==> config.mk <==
export PLATFORM = sky130hd
export DESIGN_NAME = sram_controller_flat
export DESIGN_NICKNAME = d
export VERILOG_FILES = /design/src/rtl/sram_controller_pkg.sv /design/src/rtl/sram_controller_if.sv /design/src/rtl/sram_controller_wait_counter.sv /design/src/rtl/sram_controller.sv /design/src/flat_wrapper.sv
export SDC_FILE = /design/constraint.sdc
export NUM_CORES = 1
export LEC_CHECK = 0
export BUFFER_PORTS_ARGS = -buffer_cell sky130_fd_sc_hd__buf_4
export CAP_MARGIN = 15
export CORE_MARGIN = 1
export CORE_UTILIZATION = 40
export DETAILED_ROUTE_END_ITERATION = 10
export PLACE_DENSITY = 0.69
export SKIP_CTS_REPAIR_TIMING = 1
export SYNTH_ARGS = -nofsm -noshare
export SYNTH_HDL_FRONTEND = slang
export SYNTH_SLANG_ARGS = --single-unit
==> constraint.sdc <==
create_clock -name clk -period 7.9 [get_ports clk]
set_input_delay 0.79 -clock clk [delete_from_list [all_inputs] [get_ports clk]]
set_output_delay 0.79 -clock clk [all_outputs]
set_load 0.01 [all_outputs]
==> src/rtl/sram_controller_pkg.sv <==
// Shared constants and state encoding for the 16-bit asynchronous SRAM controller.
package sram_controller_pkg;

  localparam int SRAM_DATA_LEN = 16;
  localparam int SRAM_ADDR_LEN = 18;

  typedef enum logic [1:0] {
    SRAM_IDLE = 2'd0,
    SRAM_LOW  = 2'd1,
    SRAM_HIGH = 2'd2,
    SRAM_DONE = 2'd3
  } sram_state_e;

endpackage

==> src/rtl/sram_controller_if.sv <==
// MEM-stage request bus plus board SRAM pins; master is the pipeline/board side, slave the controller.
interface sram_controller_if;
  import sram_controller_pkg::*;

  logic                     wr_en;
  logic                     rd_en;
  logic [31:0]              address;
  logic [31:0]              write_data;
  logic [31:0]              read_data;
  logic                     ready;
  logic [SRAM_ADDR_LEN-1:0] sram_addr;
  logic [SRAM_DATA_LEN-1:0] sram_dq_out;
  logic                     sram_dq_oe;
  logic [SRAM_DATA_LEN-1:0] sram_dq_in;
  logic                     sram_we_n;
  logic                     sram_oe_n;
  logic                     sram_ce_n;
  logic                     sram_ub_n;
  logic                     sram_lb_n;

  modport master (
    output wr_en, rd_en, address, write_data, sram_dq_in,
    input  read_data, ready, sram_addr, sram_dq_out, sram_dq_oe,
           sram_we_n, sram_oe_n, sram_ce_n, sram_ub_n, sram_lb_n
  );

  modport slave (
    input  wr_en, rd_en, address, write_data, sram_dq_in,
    output read_data, ready, sram_addr, sram_dq_out, sram_dq_oe,
           sram_we_n, sram_oe_n, sram_ce_n, sram_ub_n, sram_lb_n
  );

endinterface

==> src/rtl/sram_controller_wait_counter.sv <==
// 3-bit wait-state down-counter: loads on request, counts down to zero and holds there.
module sram_wait_counter (
  input  logic       clk,
  input  logic       rst_n,
  input  logic       load,
  input  logic [2:0] load_value,
  output logic       zero
);

  logic [2:0] cnt_q, cnt_d;

  always_comb begin
    cnt_d = cnt_q;
    if (load)
      cnt_d = load_value;
    else if (cnt_q != 3'd0)
      cnt_d = cnt_q - 3'd1;
  end

  always_ff @(posedge clk or negedge rst_n) begin
    if (!rst_n)
      cnt_q <= 3'd0;
    else
      cnt_q <= cnt_d;
  end

  assign zero = (cnt_q == 3'd0);

endmodule

==> src/rtl/sram_controller.sv <==
// Splits each 32-bit MEM-stage access into two half-word SRAM phases with programmable wait states.
// Optional read bypass of the last word read: define SRAM_READ_BYPASS_EN.
module sram_controller
  import sram_controller_pkg::*;
#(
  parameter logic [31:0] ADDR_BASE   = 32'd1024,
  parameter int unsigned WAIT_CYCLES = 1
) (
  input  logic               clk,
  input  logic               rst,
  sram_controller_if.slave   bus
);

  sram_state_e              state_q, state_d;
  logic [31:0]              addr_q, addr_d;
  logic [31:0]              wdata_q, wdata_d;
  logic [31:0]              rdata_q, rdata_d;
  logic                     is_wr_q, is_wr_d;
  logic [SRAM_ADDR_LEN-1:0] sram_addr_q, sram_addr_d;
  logic [SRAM_DATA_LEN-1:0] dq_out_q, dq_out_d;
  logic                     dq_oe_q, dq_oe_d;
  logic                     we_n_q, we_n_d;
  logic                     oe_n_q, oe_n_d;
  logic                     ce_n_q, ce_n_d;
  logic                     cnt_load, cnt_zero;
  logic                     phase_hi;
  logic [31:0]              off;
  logic                     req, hit;
  logic                     unused_off;

`ifdef SRAM_READ_BYPASS_EN
  logic [29:0] last_addr_q, last_addr_d;
  logic        last_valid_q, last_valid_d;

  assign hit = bus.rd_en & ~bus.wr_en & last_valid_q & (bus.address[31:2] == last_addr_q);
`else
  assign hit = 1'b0;
`endif

  assign req = (bus.wr_en | bus.rd_en) & ~hit;

  sram_wait_counter u_wait (
    .clk        (clk),
    .rst_n      (rst),
    .load       (cnt_load),
    .load_value (3'(WAIT_CYCLES)),
    .zero       (cnt_zero)
  );

  always_comb begin
    state_d     = state_q;
    addr_d      = addr_q;
    wdata_d     = wdata_q;
    is_wr_d     = is_wr_q;
    rdata_d     = rdata_q;
    cnt_load    = 1'b0;
    phase_hi    = 1'b0;
    sram_addr_d = sram_addr_q;
    dq_out_d    = dq_out_q;
    dq_oe_d     = 1'b0;
    we_n_d      = 1'b1;
    oe_n_d      = 1'b1;
    ce_n_d      = 1'b1;
`ifdef SRAM_READ_BYPASS_EN
    last_addr_d  = last_addr_q;
    last_valid_d = last_valid_q;
`endif

    case (state_q)
      SRAM_IDLE: begin
        if (req) begin
          addr_d   = bus.address;
          wdata_d  = bus.write_data;
          is_wr_d  = bus.wr_en;
          cnt_load = 1'b1;
          state_d  = SRAM_LOW;
`ifdef SRAM_READ_BYPASS_EN
          if (bus.wr_en)
            last_valid_d = 1'b0;
`endif
        end
      end
      SRAM_LOW: begin
        if (cnt_zero) begin
          cnt_load = 1'b1;
          state_d  = SRAM_HIGH;
          if (!is_wr_q)
            rdata_d[15:0] = bus.sram_dq_in;
        end
      end
      SRAM_HIGH: begin
        if (cnt_zero) begin
          state_d = SRAM_DONE;
          if (!is_wr_q)
            rdata_d[31:16] = bus.sram_dq_in;
        end
      end
      SRAM_DONE: begin
        state_d = SRAM_IDLE;
`ifdef SRAM_READ_BYPASS_EN
        if (!is_wr_q) begin
          last_valid_d = 1'b1;
          last_addr_d  = addr_q[31:2];
        end
`endif
      end
    endcase

    // Pin values are registered, so they are derived from the state being entered.
    off = addr_d - ADDR_BASE;
    if (state_d == SRAM_LOW || state_d == SRAM_HIGH) begin
      phase_hi    = (state_d == SRAM_HIGH);
      sram_addr_d = {off[18:2], phase_hi};
      ce_n_d      = 1'b0;
      if (is_wr_d) begin
        we_n_d   = 1'b0;
        dq_oe_d  = 1'b1;
        dq_out_d = phase_hi ? wdata_d[31:16] : wdata_d[15:0];
      end else begin
        oe_n_d = 1'b0;
      end
    end
  end

  assign unused_off = ^{off[31:19], off[1:0]};

  always_ff @(posedge clk or negedge rst) begin
    if (!rst) begin
      state_q     <= SRAM_IDLE;
      addr_q      <= '0;
      wdata_q     <= '0;
      rdata_q     <= '0;
      is_wr_q     <= 1'b0;
      sram_addr_q <= '0;
      dq_out_q    <= '0;
      dq_oe_q     <= 1'b0;
      we_n_q      <= 1'b1;
      oe_n_q      <= 1'b1;
      ce_n_q      <= 1'b1;
    end else begin
      state_q     <= state_d;
      addr_q      <= addr_d;
      wdata_q     <= wdata_d;
      rdata_q     <= rdata_d;
      is_wr_q     <= is_wr_d;
      sram_addr_q <= sram_addr_d;
      dq_out_q    <= dq_out_d;
      dq_oe_q     <= dq_oe_d;
      we_n_q      <= we_n_d;
      oe_n_q      <= oe_n_d;
      ce_n_q      <= ce_n_d;
    end
  end

`ifdef SRAM_READ_BYPASS_EN
  always_ff @(posedge clk or negedge rst) begin
    if (!rst) begin
      last_addr_q  <= '0;
      last_valid_q <= 1'b0;
    end else begin
      last_addr_q  <= last_addr_d;
      last_valid_q <= last_valid_d;
    end
  end
`endif

  assign bus.ready       = (state_q == SRAM_DONE) ||
                           ((state_q == SRAM_IDLE) && (!(bus.wr_en || bus.rd_en) || hit));
  assign bus.read_data   = rdata_q;
  assign bus.sram_addr   = sram_addr_q;
  assign bus.sram_dq_out = dq_out_q;
  assign bus.sram_dq_oe  = dq_oe_q;
  assign bus.sram_we_n   = we_n_q;
  assign bus.sram_oe_n   = oe_n_q;
  assign bus.sram_ce_n   = ce_n_q;
  assign bus.sram_ub_n   = 1'b0;
  assign bus.sram_lb_n   = 1'b0;

endmodule

==> src/flat_wrapper.sv <==
// flat-port wrapper written by rule: the top's interface ports become plain ports
module sram_controller_flat import sram_controller_pkg::*;
#(
  parameter logic [31:0] ADDR_BASE   = 32'd1024,
  parameter int unsigned WAIT_CYCLES = 1
)
  (clk, rst, bus_wr_en, bus_rd_en, bus_address, bus_write_data, bus_sram_dq_in, bus_read_data, bus_ready, bus_sram_addr, bus_sram_dq_out, bus_sram_dq_oe, bus_sram_we_n, bus_sram_oe_n, bus_sram_ce_n, bus_sram_ub_n, bus_sram_lb_n);
  sram_controller_if bus_i ();
  input  logic clk;
  input  logic rst;
  input wire logic [$bits(bus_i.wr_en)-1:0] bus_wr_en;
  input wire logic [$bits(bus_i.rd_en)-1:0] bus_rd_en;
  input wire logic [$bits(bus_i.address)-1:0] bus_address;
  input wire logic [$bits(bus_i.write_data)-1:0] bus_write_data;
  input wire logic [$bits(bus_i.sram_dq_in)-1:0] bus_sram_dq_in;
  output wire logic [$bits(bus_i.read_data)-1:0] bus_read_data;
  output wire logic [$bits(bus_i.ready)-1:0] bus_ready;
  output wire logic [$bits(bus_i.sram_addr)-1:0] bus_sram_addr;
  output wire logic [$bits(bus_i.sram_dq_out)-1:0] bus_sram_dq_out;
  output wire logic [$bits(bus_i.sram_dq_oe)-1:0] bus_sram_dq_oe;
  output wire logic [$bits(bus_i.sram_we_n)-1:0] bus_sram_we_n;
  output wire logic [$bits(bus_i.sram_oe_n)-1:0] bus_sram_oe_n;
  output wire logic [$bits(bus_i.sram_ce_n)-1:0] bus_sram_ce_n;
  output wire logic [$bits(bus_i.sram_ub_n)-1:0] bus_sram_ub_n;
  output wire logic [$bits(bus_i.sram_lb_n)-1:0] bus_sram_lb_n;
  assign bus_i.wr_en = bus_wr_en;
  assign bus_i.rd_en = bus_rd_en;
  assign bus_i.address = bus_address;
  assign bus_i.write_data = bus_write_data;
  assign bus_i.sram_dq_in = bus_sram_dq_in;
  assign bus_read_data = bus_i.read_data;
  assign bus_ready = bus_i.ready;
  assign bus_sram_addr = bus_i.sram_addr;
  assign bus_sram_dq_out = bus_i.sram_dq_out;
  assign bus_sram_dq_oe = bus_i.sram_dq_oe;
  assign bus_sram_we_n = bus_i.sram_we_n;
  assign bus_sram_oe_n = bus_i.sram_oe_n;
  assign bus_sram_ce_n = bus_i.sram_ce_n;
  assign bus_sram_ub_n = bus_i.sram_ub_n;
  assign bus_sram_lb_n = bus_i.sram_lb_n;
  sram_controller #(.ADDR_BASE(ADDR_BASE), .WAIT_CYCLES(WAIT_CYCLES)) u_core (.clk(clk), .rst(rst), .bus(bus_i));
endmodule
==> key figures, run 1 <==
Outcome
  – Status: completed

Power and ir drop
  – P_int: 0.002313 W
  – Sequential power share: 33.1%
  – Logic pwr share: 45.6%
  – Switching power: between 0.001 and 0.0015 W
  – P per Cell Area: between 400 and 500 nW/um^2
  – Static Leak: between 3 and 4 nW
  – Clk network pwr share: 21.4%
  – Worst vdd ir: around 0.00023 V
  – Net Sw Frac: 34.05%

STA
  – Clk_skew: between 4 and 5 ps
  – Measured slew at the worst slew-check pin: around 1100 ps
  – RSZ-0062 raised after global routing: false
  – Final min period: 3133 ps
  – Crit share post-route: around 40%
  – Slew headroom: between 20 and 30%
  – Final setup vio count: 0
  – Slew Limit Fails: 0
  – Final number of hold-violating endpoints: 0
  – Setup TNS: 0 ps
  – Hold WS: 451.8 ps
  – Top achievable clock speed: approximately 0.32 GHz

Route
  – Post-DRT Antenna Nets: 0
  – Vias: 3,818
  – DRT Pass-1 Iters: 6
  – Drt wl/cell: 14.67 um
  – Starting DRT DRC Count: 167
  – Vias per inst: 4.870
  – Routed WL: 11,500 um
  – DRC Markers: 0

Floorplan
  – Core Area: 13,300 um^2
  – Die Wd: 119.1 um
  – Initial Util: 41.23%
  – Die Y: 119.1 um
  – Number of cell rows: 42
  – Full die area: 14,180 um^2
  – Top-Level Pins: between 150 and 200

Yosys
  – Post-synthesis sequential area ratio: 57.13%
  – Primary FF master, synth: dfrtp_1
  – Syn. warnings: 0
  – Synth Instances: 458
  – Area share of the largest cell type after synthesis: 55.70%
  – Synth area leaders: dfrtp_1, mux2_2, nand2_1
  – Synth Cell Area: 5482 um^2
  – Yosys top cell by area: dfrtp_1
  – Synth cell types: 38
  – Most common library cells after synthesis: nand2_1, dfrtp_1, mux2_2
  – Most frequent cell after synthesis: nand2_1
  – Post-synth EDFFs: 0
  – #FFs+latches synth: 125
  – Syn_area_per_cell: 11.97 um^2
  – Async set or reset register ratio after synthesis: 100.0%

Global route
  – Vias in the first global route: 3,891
  – Initial antenna violation count: 0
  – GRT Total Usage: 17.71%
  – Global-route wire length before repair: 19,330 um
  – Largest net degree at the start of global routing: 65
  – Grt total ovfl: 0

Cells and area
  – Reg area: ~3100 um^2
  – Post-Route Utilization: 54.53%
  – Nets: 683
  – Diodes inserted: 0
  – Layout cell share with drive strength beyond 1: 39.31%
  – Area Growth Syn to Fin: 32.25%
  – Filler cells: 1,203
  – Multi-input gate area: roughly 2200 um^2

Worst setup path
  – Worst R2R Setup Slack: 4990 ps
  – R2R Path Start: u_core.u_wait.cnt_q[1]$_DFFE_PN0P_
  – CP required: 8190 ps
  – Worst Path Arrival: 3420 ps
  – Critical Path Start: bus_rd_en
  – Critical path endpoint category: flop
  – Worst R2R Path Depth: 8
  – Crit path kind: primary input to flop
  – Crit-path max FO: 18
  – R2R Path End: u_core.bus.sram_dq_out[4]$_DFFE_PN0P_
  – Worst setup SP type: primary input

CTS
  – Worst-Skew Late Latency: 410 ps
  – Clock buffer depth: 2
  – TritonCTS Buffers: 17
  – Clock sink total: 125
  – Clock transition at the registers of the reported paths: 50 ps
  – CTS tree: done
  – Total number of H-tree levels: 4
  – Root buffer selected by CTS: clkbuf_16

Placement
  – PortBufs: 139
  – GPL Wtd Cong: about 0.77
  – Final HPWL DP: 7838 um

Flow run
  – Max-Cap Viols: 0

Worst hold path
  – Worst min path class: primary input to async pin
[sequential cells by signal (all words and copies together) (netlist names), 2 cells and up]
name / cells
u_core.wdata_q: 32
u_core.state_q: 2
u_core.bus.sram_dq_out: 16
u_core.addr_q: 17
u_core.bus.sram_addr: 18
u_core.u_wait.cnt_q: 3
u_core.bus.read_data: 32
[worst max-delay path, cell delays in order]
cell and delay [ps]:
buf_4 120, nor2_1 580, nor2_4 70, nor2_1 180, ha_1 370, nor2_2 880, mux2_2 430
[cells by family (layout without fill, tap and decap cells)]
kind of cell	after synthesis	in the layout	share of synthesized area [%]
AO/OA/AOI/OAI	22	22	2.808
XOR/XNOR	8	8	1.278
adder cells (fa/ha/maj)	4	4	0.9131
buffers and inverters	39	188	3.355
flip-flops	125	125	57.13
multiplexers	89	89	21.43
other	1	2	0.06841
AND/OR/NAND/NOR	170	170	13.01
[area by class of cell]
type / count / share of cell area (%)
Sequential cell: 125 / 43.20
Multi-Input combinational cell: 295 / 30.10
Timing Repair Buffer: 143 / 15.08
Clock buffer: 25 / 6.697
Tap cell: 176 / 3.038
Clock inverter: 7 / 1.208
Inverter: 13 / 0.6731
[worst max-delay path by stage]
stage                                                         to  cells after the start
after global placement    u_core.bus.sram_dq_out[11]$_DFFE_PN0P_                      7
after CTS                  u_core.bus.sram_dq_out[4]$_DFFE_PN0P_                      7
after floorplan              u_core.bus.sram_addr[1]$_DFFE_PN0P_                      9
final                      u_core.bus.sram_dq_out[4]$_DFFE_PN0P_                      7
after global routing       u_core.bus.sram_dq_out[0]$_DFFE_PN0P_                      7
after detailed placement  u_core.bus.sram_dq_out[15]$_DFFE_PN0P_                      7
[power by group through the flow]
stage / logic, W / clock network [W] / registers, W
after floorplan: 0.000982 / 0 / 0.00122
after global placement: 0.00153 / 0 / 0.00115
after detailed placement: 0.00157 / 0 / 0.00117
after CTS: 0.00158 / 0.000764 / 0.00116
after global routing: 0.00177 / 0.000790 / 0.00120
final: 0.00160 / 0.000750 / 0.00116
[metal layers]
layer	wire length (um)	vias up	GRT usage (%)
met1	5085	1845	22.60
li1	-	1832	-
met2	5314	123	27.65
met5	0	-	0
met4	179	0	6.646
met3	919	18	6.226
[through the flow]
step | setup WS, ps | total power, W | instance area [um^2] | std cells
2_1_floorplan | 5023 | 0.002203 | 5485 | 459
6_report | 4767 | 0.003508 | 7249 | 784
3_3_place_gp | 3887 | 0.002680 | 6649 | 751
3_5_place_dp | 3829 | 0.002744 | 6649 | 751
4_1_cts | 4249 | 0.003508 | 7222 | 783
5_1_grt | 4605 | 0.003759 | 7249 | 784
[cell usage in the layout (no fill, tap or decap), types with 2 or more instances in the layout]
cell type	count
a221oi_1	4
a222oi_1	2
buf_4	142
bufinv_16	2
clkbuf_1	5
clkbuf_16	17
clkbuf_8	3
clkinv_2	4
conb_1	2
dfrtp_1	122
dfstp_2	3
ha_1	4
inv_1	13
mux2_1	20
mux2_2	47
mux2i_1	6
mux4_2	16
nand2_1	125
nand2b_1	5
nand3_1	2
nor2_1	16
nor2b_1	5
nor3_1	3
nor3b_1	3
nor4_1	4
o21ai_0	10
or3_1	2
xnor2_1	4
xor2_1	4
Note: power is estimated with default switching activity, not from simulation.
==> run 2: changes to the inputs <==
--- a/config.mk
+++ b/config.mk
@@ -5,12 +5,13 @@
 export SDC_FILE = /design/constraint.sdc
 export NUM_CORES = 1
 export LEC_CHECK = 0
+export ABC_AREA = 1
 export BUFFER_PORTS_ARGS = -buffer_cell sky130_fd_sc_hd__buf_4
 export CAP_MARGIN = 15
 export CORE_MARGIN = 1
 export CORE_UTILIZATION = 40
 export DETAILED_ROUTE_END_ITERATION = 10
-export PLACE_DENSITY = 0.69
+export PLACE_DENSITY = 0.7
 export SKIP_CTS_REPAIR_TIMING = 1
 export SYNTH_ARGS = -nofsm -noshare
 export SYNTH_HDL_FRONTEND = slang
==> constraint.sdc (replaced) <==
create_clock -name clk -period 2.9 [get_ports clk]
set_input_delay 0.29 -clock clk [delete_from_list [all_inputs] [get_ports clk]]
set_output_delay 0.29 -clock clk [all_outputs]
set_load 0.01 [all_outputs]
==> run 2 against run 1 <==
Compared with the run above: the run now ends with hold timing left; critical path depth is 4 higher; power grew to 2.6 times the previous value; clock skew is 7.7 ps higher; area after synthesis is 4.7% lower; critical endpoint is now u_core.bus.sram_dq_out[14]$_DFFE_PN0P_; count of clock-buffer cells in the layout is 1 higher; routed wire length is 5.4% higher; non-clock buffer count is 4 higher; largest power group unchanged; critical path type is now flop to flop.
==> key figures, run 2 <==
Outcome
  – Status: finished with violations
  – Failing checks: hold timing

CTS
  – Clock sink total: 125
  – Total number of H-tree levels: 4
  – TritonCTS Buffers: 17
  – Clock transition at the registers of the reported paths: about 50 ps
  – Clock buffer depth: 2
  – Root buffer selected by CTS: clkbuf_16
  – Worst-Skew Late Latency: just over 400 ps
  – CTS tree: done

Floorplan
  – Number of cell rows: 41
  – Initial Util: 41.23%
  – Top-Level Pins: ~160
  – Full die area: ~14,000 um^2
  – Core Area: 12,670 um^2
  – Die Wd: roughly 120 um
  – Die Y: about 120 um

Flow run
  – Max-Cap Viols: 0

Worst setup path
  – Crit-path most repeated cell: inv_1
  – Crit path kind: flop to flop
  – Critical Path Start: u_core.u_wait.cnt_q[0]$_DFFE_PN0P_
  – Slowest cell on the critical path: nor2_4
  – Slowest stage delay, CP: 410 ps
  – Worst setup SP type: flop
  – R2R Path Start: u_core.u_wait.cnt_q[0]$_DFFE_PN0P_
  – Critical path endpoint category: flop
  – Crit path cell chain: inv_1 > ha_1 > inv_1 > nor2_1 > inv_1 > o21ai_0 > ha_1 > nor2_4 > inv_4 > nand2_1 > o21ai_1
  – CP required: 3180 ps
  – Crit-path max FO: 18
  – Worst Path Arrival: between 2000 and 3000 ps

Cells and area
  – Commonest non-fill, non-tap cell in the layout: nand2_1
  – Area Growth Syn to Fin: 33.15%
  – Post-Route Utilization: roughly 55%
  – Diodes inserted: 0
  – Nets: 807
  – Commonest cells after routing, fill and taps aside: nand2_1, buf_4, dfrtp_1, inv_1, nor2_1
  – Layout cell share with drive strength beyond 1: between 20% and 30%

Worst hold path
  – Worst min path class: primary input to async pin

STA
  – Clk_skew: 12.52 ps
  – RSZ-0062 raised after global routing: false
  – Final setup vio count: 0
  – Slew headroom: 37.72%
  – Final number of hold-violating endpoints: 5
  – Crit share post-route: 85.66%
  – Slew Limit Fails: 0
  – Setup TNS: 0 ps
  – Top achievable clock speed: 0.4026 GHz
  – Final min period: 2484 ps
  – Hold WS: -20.73 ps
  – Measured slew at the worst slew-check pin: 932.0 ps

Route
  – Routed WL: 12,120 um
  – Vias per inst: 4.650
  – Vias: 4,204
  – Drt wl/cell: about 13 um
  – DRC Markers: 0
  – Post-DRT Antenna Nets: 0
  – DRT Pass-1 Iters: 4
  – Starting DRT DRC Count: 230

Power and ir drop
  – Static Leak: 3.673 nW
  – Net Sw Frac: 38.89%
  – Switching power: 0.003557 W
  – Worst vdd ir: 0.0005930 V
  – Sequential power share: 33.2%
  – Final Power: 0.009145 W
  – Logic pwr share: 44.3%
  – Clk network pwr share: between 20% and 30%
  – P_int: between 0.005 and 0.006 W
  – P per Cell Area: 1315 nW/um^2

Yosys
  – Primary FF master, synth: dfrtp_1
  – Post-synthesis sequential area ratio: around 60%
  – Area share of the largest cell type after synthesis: around three fifths
  – Synth area leaders: dfrtp_1, nand2_1, o21ai_1
  – Yosys top cell by area: dfrtp_1
  – Most frequent cell after synthesis: nand2_1
  – Most common library cells after synthesis: nand2_1, dfrtp_1, inv_1
  – Syn_area_per_cell: 9.053 um^2
  – #FFs+latches synth: 125
  – Synth Instances: just under 600
  – Async set or reset register ratio after synthesis: 100.0%
  – Post-synth EDFFs: 0
  – Synth Cell Area: 5224 um^2
  – Syn. warnings: 0
  – Synth cell types: 31

Global route
  – Global-route wire length before repair: 19,980 um
  – Grt total ovfl: 0
  – Initial antenna violation count: 0
  – Largest net degree at the start of global routing: 126
  – Vias in the first global route: ~4,200
  – GRT Total Usage: 19.41%

Placement
  – PortBufs: 139
  – Final HPWL DP: 8208 um
  – GPL Wtd Cong: 0.8338
## run 2: cell count changes after synthesis, sizes merged, moves of 6 or more
cell | before | now
a31oi | 1 | 9
nor2 | 18 | 43
nand2 | 125 | 219
inv | 13 | 53
mux2i | 6 | 0
nand3 | 2 | 13
mux4 | 16 | 0
mux2 | 67 | 0
o21ai | 11 | 72
## run 2: layout make-up
type / instances / area, um^2
clock buffers: 26 / 499.2
clock inverters: 6 / 82.58
fillers: 1182 / 5715
inverters: 53 / 203.9
multi-input cells: 375 / 1707
flip-flops and latches: 125 / 3132
well taps: 172 / 215.2
repair buffers: 147 / 1116
## run 2: cells by family (layout without fill, tap and decap cells)
family	count (synthesis)	after routing	synth area share [%]
other	1	2	0.07179
buffers and inverters	78	232	7.449
XOR/XNOR	1	1	0.1677
AO/OA/AOI/OAI	86	86	8.862
flip-flops	125	125	59.95
adder cells (fa/ha/maj)	4	4	0.9581
AND/OR/NAND/NOR	282	282	22.54
## run 2: worst max-delay path: cells and delay by family, from the launching register on
family,cells,cell delay [ps]
AOI/OAI and AO/OA,2,320
buffers and inverters,4,420
DFF,1,370
and+or+nand+nor,3,720
adders and majority gates,2,520
## run 2: metal layers
metal / part of all wire, % / routed length [um] / track usage, % / vias up
met5: 0 / 0 / 0 / -
met4: 1.4 / 170 / 7.607 / 0
met3: 7.4 / 899 / 6.798 / 17
met2: 46 / 5598 / 30.73 / 136
met1: 45 / 5456 / 24.39 / 1967
li1: - / - / - / 2084
## run 2: power by group through the flow
stage / clock network [W] / registers, W / logic, W
floorplan: 0 / 0.00320 / 0.00250
global placement: 0 / 0.00301 / 0.00400
detailed placement: 0 / 0.00305 / 0.00410
CTS: 0.00210 / 0.00304 / 0.00411
global route: 0.00219 / 0.00313 / 0.00460
finish: 0.00206 / 0.00304 / 0.00405
## run 2: path summary, 6_finish.rpt
kind	end	slack (ps)	cells after the start
hold / removal	u_core.addr_q[3]$_DFF_PN0_	-20	2
min in group clk	u_core.addr_q[7]$_DFF_PN0_	100	3
max in group asynchronous	u_core.wdata_q[15]$_DFF_PN0_	2440	2
hold reg to reg	u_core.addr_q[2]$_DFF_PN0_	470	2
setup / recovery	u_core.bus.sram_dq_out[14]$_DFFE_PN0P_	420	11
setup reg to reg	u_core.bus.sram_dq_out[14]$_DFFE_PN0P_	420	11
## run 2: per-stage QoR
step / worst slack (ps) / cells / area (um^2) / hold slack [ps]
CTS: 395.5 / 904 / 6955 / 18.61
global route: 169.6 / 904 / 6955 / 34.86
detailed placement: 431.8 / 872 / 6374 / 446.8
finish: 416.0 / 904 / 6955 / -20.73
floorplan: 599.6 / 578 / 5228 / -5.591
global placement: 493.8 / 872 / 6374 / 442.4
